## src/rtl/parity_frame_controller.sv

```systemverilog
// parity_frame_controller
//   Receives a serial frame of DATA_BITS data bits, LSB first, followed by
//   one parity bit. It compares the received parity bit against the parity
//   it computed itself and reports the result.
//
// Parameters
//   DATA_BITS  : data bits per frame, 1..255
//   ODD_PARITY : 0 = even parity, 1 = odd parity
//
// Ports
//   clk, reset  : rising-edge clock, synchronous active-high reset
//   start       : begins a frame; accepted in IDLE only
//   abort       : discards the frame in progress (DATA or PARITY state)
//   x, x_valid  : serial bit, consumed on any edge where x_valid=1
//   busy        : state is not IDLE
//   done        : one-cycle pulse while in REPORT
//   parity_err  : result of the last completed frame
//   parity      : running parity of the data bits accepted so far
//   bit_count   : data bits accepted in the current frame
//   err_count   : number of failed frames, saturating at 255
//
// Handshake: x is taken on a rising edge only when x_valid=1 and the FSM is
// in DATA or PARITY. There is no back-pressure; the sender must not present
// bits while the block is in IDLE or REPORT, because they are ignored.
module parity_frame_controller #(
  parameter int DATA_BITS  = 8,
  parameter int ODD_PARITY = 0
) (
  input  logic       clk,
  input  logic       reset,
  input  logic       start,
  input  logic       abort,
  input  logic       x,
  input  logic       x_valid,
  output logic       busy,
  output logic       done,
  output logic       parity_err,
  output logic       parity,
  output logic [7:0] bit_count,
  output logic [7:0] err_count
);

  typedef enum logic [1:0] {
    S_IDLE   = 2'd0,
    S_DATA   = 2'd1,
    S_PARITY = 2'd2,
    S_REPORT = 2'd3
  } state_t;

  localparam logic [7:0] LAST_BIT   = 8'(DATA_BITS - 1);
  localparam logic       PARITY_INIT = (ODD_PARITY != 0);

  state_t     state_q, state_d;
  logic       parity_q, parity_d;
  logic       parity_err_q, parity_err_d;
  logic [7:0] bit_count_q, bit_count_d;
  logic [7:0] err_count_q, err_count_d;

  always_comb begin
    state_d      = state_q;
    parity_d     = parity_q;
    parity_err_d = parity_err_q;
    bit_count_d  = bit_count_q;
    err_count_d  = err_count_q;

    case (state_q)
      S_IDLE: begin
        // x/x_valid in the start cycle are deliberately not consumed.
        if (start) begin
          state_d     = S_DATA;
          parity_d    = PARITY_INIT;
          bit_count_d = 8'd0;
        end
      end

      S_DATA: begin
        // abort wins over a coincident data bit.
        if (abort) begin
          state_d = S_IDLE;
        end else if (x_valid) begin
          parity_d    = parity_q ^ x;
          bit_count_d = bit_count_q + 8'd1;
          if (bit_count_q == LAST_BIT) begin
            state_d = S_PARITY;
          end
        end
      end

      S_PARITY: begin
        // abort wins over a coincident parity bit.
        if (abort) begin
          state_d = S_IDLE;
        end else if (x_valid) begin
          state_d      = S_REPORT;
          parity_err_d = (x != parity_q);
          if ((x != parity_q) && (err_count_q != 8'hFF)) begin
            err_count_d = err_count_q + 8'd1;
          end
        end
      end

      S_REPORT: begin
        state_d = S_IDLE;
      end

      default: begin
        state_d = S_IDLE;
      end
    endcase
  end

  always_ff @(posedge clk) begin
    if (reset) begin
      state_q      <= S_IDLE;
      parity_q     <= 1'b0;
      parity_err_q <= 1'b0;
      bit_count_q  <= 8'd0;
      err_count_q  <= 8'd0;
    end else begin
      state_q      <= state_d;
      parity_q     <= parity_d;
      parity_err_q <= parity_err_d;
      bit_count_q  <= bit_count_d;
      err_count_q  <= err_count_d;
    end
  end

  assign busy       = (state_q != S_IDLE);
  assign done       = (state_q == S_REPORT);
  assign parity_err = parity_err_q;
  assign parity     = parity_q;
  assign bit_count  = bit_count_q;
  assign err_count  = err_count_q;

endmodule

```

## config.mk

```make
export PLATFORM = sky130hd
export DESIGN_NAME = parity_frame_controller
export DESIGN_NICKNAME = d
export VERILOG_FILES = /design/src/rtl/parity_frame_controller.sv
export SDC_FILE = /design/constraint.sdc
export NUM_CORES = 1
export LEC_CHECK = 0
export CAP_MARGIN = 20
export CORE_MARGIN = 10
export CORE_UTILIZATION = 45
export DETAILED_ROUTE_END_ITERATION = 16
export DONT_BUFFER_PORTS = 1
export PLACE_DENSITY = 0.65
export SYNTH_ARGS = -nofsm -noshare
export SYNTH_HDL_FRONTEND = slang
export SYNTH_SLANG_ARGS = --single-unit
```

## constraint.sdc

```tcl
create_clock -name clk -period 2.1 [get_ports clk]
set_input_delay 0.525 -clock clk [delete_from_list [all_inputs] [get_ports clk]]
set_output_delay 0.525 -clock clk [all_outputs]
set_load 0.02 [all_outputs]
```

# --- Word level (Yosys, flattened, before mapping) ---
# Cells that the tools add are included.
# Widths: inputs -> output; s select.
word_totals:
  regBits: 20
  inputBits: 6
  out_inout_bits: 20
  wordCells: 44
op_classes:
  addsub: 2
  eq_ne: 12
  muxes: 15
  bitwise_logic: 2
  n_reduce_logical: 8
op_table:
  columns: ["operator", "n"]
  rows:
  - ["$mux 8", 3]
  - ["$add 8x1->8 const B", 2]
  - ["$pmux 8 s2", 1]
  - ["$mux 2", 6]
  - ["$reduce_and 4->1", 3]
  - ["$ne 3x3->1 const B", 3]
  - ["$eq 8x3->1 const B", 1]
  - ["$ne 8x8->1 const B", 1]
  - ["$pmux 2 s4", 1]
  - ["$ne 2x2->1 const B", 3]
  - ["$eq 2x2->1 const B", 2]
  - ["$reduce_bool 2->1", 2]
  - ["$mux 1", 3]
  - ["$reduce_and 3->1", 1]
  - ["$eq 2x1->1 const B", 1]
  - ["$logic_not 2->1", 1]
  - ["$pmux 1 s2", 1]
  - ["$logic_and 1x1->1", 1]
  - ["$ne 1x1->1", 1]
  - ["$not 1->1", 1]
  - ["$xor 1x1->1", 1]

# --- Depth between registers and ports, before layout ---
depth:
  word_depth: 5
  ltp_mapped: 6
  ltp_nobuf: 5

# --- Worst setup path before layout ---
# No wires, ideal clock.
synth_timing:
  kind: "input -> register"
  from: "input abort"
  to: "register err_count_q[5] (netlist: err_count[5])"
  setup_time_ns: 0.071
  t_arrival_ns: 1.569
  required_time_ns: 2.029
  path_slack_ns: 0.461
  cell_stages: 4
  n_path_buf: 0
  path_cell_list: "and4bb_4 > o211ai_4 > or4_1 > a21oi_1"
synth_via:
  elab_chain_cells: 2
synth_rtl:
  columns: ["item", "line", "rtl"]
  rows:
  - ["start, declared", "32", "input logic abort,"]
  - ["$not 1->1 (no source line)", null, null]
  - ["$reduce_and 4->1 (no source line)", null, null]
  - ["end signal, assigned", "124", "err_count_q <= err_count_d;"]
  - ["end, declared", "57", "logic [7:0] err_count_q, err_count_d;"]
# No other way between the ends.
# A chain may end at the register's enable or synchronous reset.

# --- Final worst setup path ---
layout_timing:
  from: "register bit_count_q[0] (netlist: bit_count[0])"
  to: "register bit_count_q[7] (netlist: bit_count[7])"
layout_via:
  elab_chain_cells: 4
layout_rtl:
  columns: ["item", "line", "rtl"]
  rows:
  - ["start, declared", "56", "logic [7:0] bit_count_q, bit_count_d;"]
  - ["start signal, assigned", "123", "bit_count_q <= bit_count_d;"]
  - ["$add 8x1->8", "82", "bit_count_d = bit_count_q + 8'd1;"]
  - ["$mux 8", "80", "end else if (x_valid) begin"]
  - ["$mux 8", "78", "if (abort) begin"]
  - ["$pmux 8 s2", "66", "case (state_q)"]
# No other way between the ends. The select of a mux whose other input is x is not followed.

==> results.cfg <==
[status]
status = finished, final reports clean

[timing]
fin_tns_setup_ns = 0
fmax_mhz = 582
hold_viol = 0
fin_crit_ns = 1.72
rsz0062_at_grt = false
tightest_slew_ns = 0.374
finalSetupViolCount = 0
fin_crit_sh_pct = 81.8
clock_skew_ns = 0.00942
maxSlewViolCount = 0
relSlewSlack_pct = 75.0

[routing]
initialDrtViolationCount = 77
vias = 880
wl_per_cell_um = 16.3
vias_per_cell = 6.07
post-route-drc-count = 0
dr.pass1.iters = 4
drt_wl_total_um = 2360
detail-route-antenna-nets = 0

[clock_network]
ctsResizeCount = 0
clk_pin_slew_ns = 0.11
cts_tree = built
htree_levels = 1
clk_path_buf_depth = 2
clk-insertion-delay-late_ns = 0.29
cts_hold_buffers = 0
cts_root_buffer = clkbuf_4
cts.sinks = 20
numCtsBuffers = 3
postCtsSetupBuffers = 0

[grt]
antenna_found_initial = 0
grt_pass1_vias = 896
grt_pass1_wl_um = 3950
track_usage_pct = 10.7
overflow = 0
grt_max_degree = 18

[placement]
io_buffer_count = 0
dp_hpwl_um = 1800
dp.cells = 142
postPlaceCellArea_sq_um = 1060
gp_congestion = 0.713

[floorplan]
dieArea_sq_um = 4650
num_rows = 17
io_pins = 26
die_w_um = 68.2
fp.dieH_um = 68.2
initial_core_util_pct = 47.3
core_sq_um = 2210

[critical_path]
rrSetupSlack_ns = 0.38
setup.worst_path.start = bit_count[0]
crit_path_end = bit_count[7]
r2r_end = bit_count[7]
r2r_cells = 4
arrival_ns = 1.95
cp.required_ns = 2.34
reg2reg_from = bit_count[0]
crit_path_end_kind = flop
worstSetupPathType = reg -> reg
cp-start-kind = flop
crit_path_max_fanout = 5

[synthesis]
synth_area_per_cell_sq_um = 8.79
synth_top_area_share_pct = 38.3
yosysMostFrequentCell = dfxtp_1
ys_seq_area_share_pct = 38.3
syn_nets = 127
synthCells = 119
synth_cell_type_count = 41
synth_area_leaders = dfxtp_1 (38%), a21oi_1 (6.2%), or4_1 (3.6%)
synth_area_sq_um = 1050
ys_seq_elements = 20
async_flop_share_pct = 0
synth-edff-count = 0
synthFlopType = dfxtp_1
yosysWarnings = 0
synth_common_cells = dfxtp_1 (20), a21oi_1 (13), nor2_1 (9)
yosysTopAreaCell = dfxtp_1

[pwr]
p_comb_share_pct = 5.9
swShare_pct = 23.0
finalPower_uw = 600
p_seq_share_pct = 64.5
ir_worst_vdd_v = 0.000273
power_density_nw_per_um2 = 556
p_int_uw = 462
p_leak_uw = 0.000374
clockPowerShare_pct = 29.6
p_sw_uw = 138

[cells_and_area]
finalNonFillerCells = 145
regArea_sq_um = 400
drive_above_1_share_pct = 8.55
nFillCells = 205
multi_input_area_sq_um = 614
antenna_cells = 0
final_cell_area_sq_um = 1080
nets = 127
syn_to_final_growth_pct = 3.23

[min_path]
min_from = reset
hold_path.class = in -> reg

[flow_run]
max_cap_viol_count = 0
==> cell families after synthesis <==
logic type	synth area share, %
xor+xnor	2.39
mux	3.95
flops	38.3
buf+inv	2.99
compound gates	17.6
fa+ha+maj	2.39
simple gates	32.4
==> layout make-up <==
class | count | share of cell area [%]
sequential | 20 | 37.1
multi-input combinational | 93 | 56.9
clock buffer | 3 | 2.09
tap | 28 | 3.24
timing repair buffer | 1 | 0.695
==> registers in the layout, summed over array words and instances (netlist names) <==
| name | cells |
|---|---|
| parity_err | 1 |
| err_count | 8 |
| parity | 1 |
| state_q | 2 |
| bit_count | 8 |
==> cells in the final DEF (no fill, tap or decap), types with 2 or more instances in the layout <==
cell type,instances
o31ai_1,3
and2_1,2
nor2b_1,3
or4_1,5
clkbuf_4,3
mux2i_1,3
nand3_1,6
nor2_1,9
ha_1,2
nand4_1,3
a21oi_1,13
dfxtp_1,20
nor3_1,2
or3_1,3
nand2_1,8
o211ai_1,2
o21ai_0,4
and4b_1,2
nor3b_1,2
or2_2,2
==> how the worst min path moves through the flow <==
| stage | depth (start not counted) | to | slack [ns] |
|---|---|---|---|
| after CTS | 1 | bit_count[1] | 0.28 |
| after global placement | 2 | bit_count[1] | 0.58 |
| after global routing | 1 | parity_err | 0.28 |
| after floorplan | 2 | bit_count[1] | 0.56 |
| after detailed placement | 2 | bit_count[1] | 0.59 |
| final | 1 | bit_count[1] | 0.29 |
==> worst max-delay path: stages (launching register included) <==
cell,delay (ns)
dfxtp_1,0.56
nand3_1,0.19
or2_2,0.37
or4_1,0.40
a21oi_1,0.14
==> metrics by stage <==
step / utilization, % / hold slack [ns] / setup WS, ns
final: 48.8 / 0.287 / 0.382
after global routing: 48.8 / 0.278 / 0.263
after floorplan: - / 0.557 / 0.461
after CTS: 48.8 / 0.277 / 0.384
after global placement: 47.8 / 0.575 / 0.425
after detailed placement: 47.8 / 0.589 / 0.391
==> layer usage <==
layer	GRT usage (%)	wire length [um]
met5	0	0
met4	3.77	14
met3	5.38	226
met2	17.9	1110
met1	11.4	1010
==> power by group through the flow <==
stage	clock network (uW)	logic [uW]	registers, uW
after CTS	186	35.3	387
after detailed placement	0	35.1	396
after global placement	0	34.1	395
after global routing	192	40.1	388
final	177	35.5	387
after floorplan	0	38.9	393
Note: power is estimated with default switching activity, not from simulation.
